--- src/rtl/sd_cache_arbiter.sv ---
`default_nettype none
// ============================================================================
// Module   : sd_cache_arbiter
// Purpose  : Two-requester arbiter for the single SD block cache port, with an
//            access watchdog. Define SD_ARB_RR_EN for round-robin arbitration.
// Revision : 1.0 - initial release
// ============================================================================
module sd_cache_arbiter #(
  parameter int TO_W = 24
) (
  input  logic        clk,
  input  logic        rst,
  input  logic        req0_read,
  input  logic        req0_write,
  input  logic [31:0] req0_addr,
  input  logic [31:0] req0_wdata,
  output logic        req0_ack,
  output logic        req0_err,
  input  logic        req1_read,
  input  logic        req1_write,
  input  logic [31:0] req1_addr,
  input  logic [31:0] req1_wdata,
  output logic        req1_ack,
  output logic        req1_err,
  output logic        cache_read,
  output logic        cache_write,
  output logic [31:0] cache_addr,
  output logic [31:0] cache_wdata,
  input  logic        cache_ready,
  output logic        grant,
  output logic        busy
);

  localparam logic [1:0]      c_S_IDLE   = 2'd0;
  localparam logic [1:0]      c_S_ISSUE  = 2'd1;
  localparam logic [1:0]      c_S_DONE   = 2'd2;
  // Count value one below all-ones: the increment out of it is the timeout
  localparam logic [TO_W-1:0] c_CNT_LAST = {{(TO_W-1){1'b1}}, 1'b0};
  localparam logic [TO_W-1:0] c_CNT_ONE  = {{(TO_W-1){1'b0}}, 1'b1};

  logic [1:0]      r_state;
  logic [1:0]      w_next_state;
  logic            r_grant;
  logic            r_op_read;
  logic            r_op_write;
  logic            r_timeout;
  logic [TO_W-1:0] r_cnt;
  logic [31:0]     r_cache_addr;
  logic [31:0]     r_cache_wdata;

  logic w_req0;
  logic w_req1;
  logic w_any;
  logic w_winner;
  logic w_sel_read;
  logic w_sel_write;

  assign w_req0 = req0_read | req0_write;
  assign w_req1 = req1_read | req1_write;
  assign w_any  = w_req0 | w_req1;

`ifdef SD_ARB_RR_EN
  // r_rr_ptr names the side that wins the next contention
  logic r_rr_ptr;
  assign w_winner = (w_req0 & w_req1) ? r_rr_ptr : ~w_req0;
`else
  assign w_winner = ~w_req0;
`endif

  assign w_sel_read  = w_winner ? req1_read  : req0_read;
  assign w_sel_write = (w_winner ? req1_write : req0_write) & ~w_sel_read;

  always_ff @(posedge clk) begin
    if (rst) r_state <= c_S_IDLE;
    else     r_state <= w_next_state;
  end

  always_comb begin
    w_next_state = r_state;
    case (r_state)
      c_S_IDLE:  if (w_any) w_next_state = c_S_ISSUE;
      c_S_ISSUE: if (cache_ready || (r_cnt == c_CNT_LAST)) w_next_state = c_S_DONE;
      c_S_DONE:  w_next_state = c_S_IDLE;
      default:   w_next_state = c_S_IDLE;
    endcase
  end

  always_ff @(posedge clk) begin
    if (rst) begin
      r_grant       <= 1'b0;
      r_op_read     <= 1'b0;
      r_op_write    <= 1'b0;
      r_timeout     <= 1'b0;
      r_cnt         <= '0;
      r_cache_addr  <= '0;
      r_cache_wdata <= '0;
`ifdef SD_ARB_RR_EN
      r_rr_ptr      <= 1'b0;
`endif
    end else if ((r_state == c_S_IDLE) && w_any) begin
      r_grant       <= w_winner;
      r_op_read     <= w_sel_read;
      r_op_write    <= w_sel_write;
      r_timeout     <= 1'b0;
      r_cnt         <= '0;
      r_cache_addr  <= w_winner ? req1_addr  : req0_addr;
      r_cache_wdata <= w_winner ? req1_wdata : req0_wdata;
`ifdef SD_ARB_RR_EN
      r_rr_ptr      <= ~w_winner;
`endif
    end else if ((r_state == c_S_ISSUE) && !cache_ready) begin
      r_cnt <= r_cnt + c_CNT_ONE;
      if (r_cnt == c_CNT_LAST) r_timeout <= 1'b1;
    end
  end

  // Strobes fall combinationally in the ready cycle so the cache sees one access
  always_comb begin
    cache_read  = r_op_read  & (r_state == c_S_ISSUE) & ~cache_ready;
    cache_write = r_op_write & (r_state == c_S_ISSUE) & ~cache_ready;
    req0_ack    = (r_state == c_S_DONE) & ~r_grant;
    req1_ack    = (r_state == c_S_DONE) &  r_grant;
    req0_err    = req0_ack & r_timeout;
    req1_err    = req1_ack & r_timeout;
    busy        = (r_state != c_S_IDLE);
    grant       = r_grant;
    cache_addr  = r_cache_addr;
    cache_wdata = r_cache_wdata;
  end

endmodule
`default_nettype wire

--- config.mk ---
export PLATFORM = sky130hd
export DESIGN_NAME = sd_cache_arbiter
export DESIGN_NICKNAME = d
export VERILOG_FILES = /design/src/rtl/sd_cache_arbiter.sv
export SDC_FILE = /design/constraint.sdc
export NUM_CORES = 1
export LEC_CHECK = 0
export ABC_AREA = 1
export CORE_MARGIN = 4
export CORE_UTILIZATION = 23
export CTS_CLUSTER_DIAMETER = 40
export DETAILED_ROUTE_END_ITERATION = 12
export PLACE_DENSITY = 0.45
export SETUP_SLACK_MARGIN = 0.2
export SLEW_MARGIN = 20
export SYNTH_ARGS = -nofsm -noshare
export SYNTH_HDL_FRONTEND = slang
export SYNTH_SLANG_ARGS = --single-unit
--- constraint.sdc ---
create_clock -name clk -period 3.9 [get_ports clk]
set_input_delay 0.585 -clock clk [delete_from_list [all_inputs] [get_ports clk]]
set_output_delay 0.585 -clock clk [all_outputs]
set_load 0.02 [all_outputs]
=== Word-level counts from Yosys, hierarchy flattened ===
Cells that the tools add are included.

* Logic and storage cells: 46
* Latch bits: 0
* ROM bits: 0
* Memories kept: 0
* Bits in writable memories: 0
* Register bits: 94

* $add $sub $neg: 1
* Divide/modulo/power cells: 0
* Reductions and logical operators: 9
* Multiply operators: 0
* Bitwise operators: 16
* Equal/unequal tests: 5
* Order comparisons: 0
* Mux-type cells: 7
* Shift-type cells: 0

{| class="wikitable"
|+ Operators with widths
! kind !! number
|-
| $mux 32 || 2
|-
| $add 24x1->24 const B || 1
|-
| $eq 24x24->1 const B || 1
|-
| $and 1x1->1 || 9
|-
| $mux 2 || 2
|-
| $ne 2x2->1 const B || 2
|-
| $not 1->1 || 4
|-
| $pmux 2 s2 || 1
|-
| $reduce_and 2->1 || 2
|-
| $or 1x1->1 || 3
|-
| $eq 2x1->1 const B || 1
|-
| $eq 2x2->1 const B || 1
|-
| $logic_and 1x1->1 || 2
|-
| $logic_not 2->1 || 1
|-
| $mux 1 || 2
|-
| $reduce_bool 2->1 || 1
|-
| $reduce_or 2->1 || 1
|-
| $logic_not 1->1 || 1
|-
| $logic_or 1x1->1 || 1
|}

=== Depth between registers and ports, before layout ===
* Depth in word-level cells: 4
* Depth in mapped cells: 8
* Gate-level depth less buffers: 8

=== Worst setup path before layout ===
Ideal clock, no wire load.

* Kind: reg-to-output
* From: register r_grant (netlist: grant)
* To: output port req1_err
* Required time: 3.315 ns
* Stages on the path, launching flop included: 3
* Data arrival time: 1.247 ns
* Setup slack: 2.068 ns
* Path buffers: 0
* Cells stage by stage: dfxtp_1 -> inv_1 -> nor4_1

* Word-level cells in the longest chain between the ends: 2

{| class="wikitable"
|+ RTL lines
! item !! RTL line !! RTL
|-
| start: declaration || 43 || <nowiki>logic r_grant;</nowiki>
|-
| start signal: assignment || 101 || <nowiki>r_grant <= w_winner;</nowiki>
|-
| $and 1x1->1 || 122 || <nowiki>req1_ack = (r_state == c_S_DONE) & r_grant;</nowiki>
|-
| $and 1x1->1 || 124 || <nowiki>req1_err = req1_ack & r_timeout;</nowiki>
|-
| end: declaration || 24 || <nowiki>output logic req1_err,</nowiki>
|}

Every way passes these cells.

=== Worst setup path after layout ===
* From: input port cache_ready
* To: output port cache_read

* Word-level cells in the longest chain between the ends: 2

{| class="wikitable"
|+ RTL lines
! item !! RTL line !! RTL
|-
| start: declaration || 29 || <nowiki>input logic cache_ready,</nowiki>
|-
| $not 1->1 || 119 || <nowiki>cache_read = r_op_read & (r_state == c_S_ISSUE) & ~cache_ready;</nowiki>
|-
| $and 1x1->1 || 119 ||
|-
| end: declaration || 25 || <nowiki>output logic cache_read,</nowiki>
|}

Every way passes these cells.

==> metrics.yaml <==
worst_hold_path:
  min_path_cells: 2
  worstHoldStart: "r_op_read"
  hold_class: "flip-flop to flip-flop"
pwr:
  ir_drop_v: 0.000214
  power_density_mw_per_mm2: 380
  p_leak_uw: 0.00310
  power_uw: 2840
clock_tree:
  ctsHoldBuffers: 0
  cts_buffers: 9
  cts_sinks: 94
  cts_tree: "built"
  cts-root-buf: "clkbuf_16"
  cts_resized: 0
  clk_latency_ns: 0.35
  cts.path.max_buffers: 2
  cts.clk_slew.worst_paths_ns: 0.07
  htreeDepth: 3
  cts_setup_buffers: 0
final_layout:
  final_cells: 1062
  drive_gt1_share_pct: 12.1
  area_delta_synth_final_pct: 50.6
  final_net_count: 917
logic_synthesis:
  ys_top_cells_by_area: "dfxtp_1 (38%), o211a_1 (13%), nand3_2 (10%)"
  ys.flop_type: "dfxtp_1"
  netlist_instances: 600
  synth_area_mm2: 0.00495
  yosysMostFrequentCell: "nand2_1"
  synth-xor-area-share_pct: 0.707
  synth.area.mux_share_pct: 0
  synth_top_family_by_area: "simple AND/OR/NAND/NOR gates"
  yosysSeqAreaShare_pct: 38.0
  ys_top_cells_by_count: "nand2_1 (110), dfxtp_1 (94), o21ai_0 (72), o211a_1 (64), nand3_2 (51)"
  synth_top_area_share_pct: 38.0
  synthAdderAreaFrac_pct: 0.505
  syn_area_per_cell_um2: 8.26
  synth_edf_count: 0
  synth_compound_area_share_pct: 22.1
  syn_nets: 737
  ys_seq_elements: 94
  synth-simple-area-share_pct: 30.9
  ys_types: 32
  ys.warnings.count: 0
  async_reset_ff_share_pct: 0
  synth_top_cell_by_area: "dfxtp_1"
routing:
  final_antenna_net_count: 0
  viasPerCell: 4.68
  drt-pass1-iter-count: 6
  dr_total_vias: 4969
  drc: 0
  routedWlPerCell_um: 16.9
  first_iter_violations: 267
  drt_wl_total_um: 18000
global_routing:
  antenna_found_initial: 4
  grt_first_pass_wirelength_um: 28400
  grt.total_usage_pct: 14.8
  grt_start_max_net_pins: 84
  overflow: 0
  grt_pass1_vias: 5135
floorplanning:
  start_util_pct: 23.5
  io_pins: 207
  die_x_um: 155
  row_count: 53
  die_y_um: 155
  die_area_mm2: 0.0240
  coreArea_mm2: 0.0211
critical_path:
  worstSetupEndpointType: "output pin"
  crit_arrival_ns: 2.14
  crit_fanout: 8
  critPathKind: "input port to output pin"
  startpoint_type: "input port"
  r2r_start: "r_state[0]"
  required_ns: 3.31
  r2r_cells: 6
  startpoint: "cache_ready"
placement:
  dp_cells: 1044
  port_buffers: 206
  gp_congestion: 0.821
  hpwl_um: 12800
timing:
  relSlewSlack_pct: 45.8
  hold_viol: 0
  setup_viol: 0
  max_freq_ghz: 0.366
  tightest_slew_ns: 0.813
  rsz0062_at_grt: "no"
  fin_crit_sh_pct: 70.0
  fin_skew_ns: 0.00835
  finalCriticalPeriod_ns: 2.73
  fin_tns_setup_ns: 0
  timing.hold.ws_ns: 0.457
  slew_viol_final: 0
job:
  cap_violations: 0
status:
  outcome: "complete, no violations"
-- cells by family after synthesis --
group	Yosys count
xor+xnor	4
compound gates	154
buf+inv	77
simple gates	269
flops	94
fa+ha+maj	2
-- path summary, 6_finish.rpt --
path / to / slack, ns
worst max-delay path: cache_read / 1.17
worst min-delay path: r_op_read / 0.46
worst max register to register: cache_addr[16] / 2.05
worst min register to register: r_op_read / 0.46
-- state kept, by name, indices dropped and copies added (netlist names) --
name,cells
r_state,2
r_cnt,24
cache_addr,32
r_op_read,1
grant,1
cache_wdata,32
r_timeout,1
r_op_write,1
-- power by group --
part / total, uW / internal [uW] / switching, uW
registers: 1110 / 1060 / 55.4
clock network: 903 / 515 / 388
logic: 820 / 399 / 421
-- stage by stage --
step / utilization (%) / instance area [um2] / setup WS, ns
4_1_cts: 35.4 / 7460 / 1.16
6_report: 35.4 / 7460 / 1.17
3_3_place_gp: 33.9 / 7160 / 1.17
2_1_floorplan: - / 4950 / 2.07
3_5_place_dp: 33.9 / 7160 / 1.17
5_1_grt: 35.4 / 7460 / 1.11
-- layer usage --
| layer | up-vias | routed length (um) | global-route usage, % |
|---|---|---|---|
| met5 | - | 41 | 0 |
| met4 | 6 | 274 | 4.21 |
| met3 | 21 | 2330 | 8.48 |
| met2 | 187 | 8210 | 23.2 |
| met1 | 2314 | 7130 | 17.3 |
| li1 | 2441 | - | - |
-- final cells by class --
type	count	area, um2
flip-flops and latches	94	1880
well taps	275	344
clock inverters	5	58.8
multi-input cells	429	2690
inverters	34	130
fillers	2195	13600
clock buffers	11	243
diodes	2	5.00
repair buffers	212	2110
-- worst max-delay path, stage by stage --
cell and delay [ns]:
clkdlybuf4s50_1 0.51, inv_1 0.14, nand3_4 0.14, nor2_1 0.14
clkdlybuf4s50_1 0.63
-- placed cells by master, fill, tap and decap left out, types with 2 or more instances in the layout --
cell type,count
clkbuf_16,9
nor2_1,40
nand3_2,51
a21oi_1,16
dfxtp_1,94
clkinvlp_4,2
nor4_1,2
or2_0,2
buf_2,2
diode_2,2
ha_1,2
clkdlybuf4s50_1,204
inv_2,4
o21ai_0,72
nand4_1,11
nor2_4,5
nor2_2,4
nand3b_1,2
nand3_1,29
xnor2_1,2
nand3_4,3
inv_1,29
o211a_1,64
buf_4,5
xor2_1,2
nor3_1,5
nand2_1,110
Note: power is estimated with default switching activity, not from simulation.
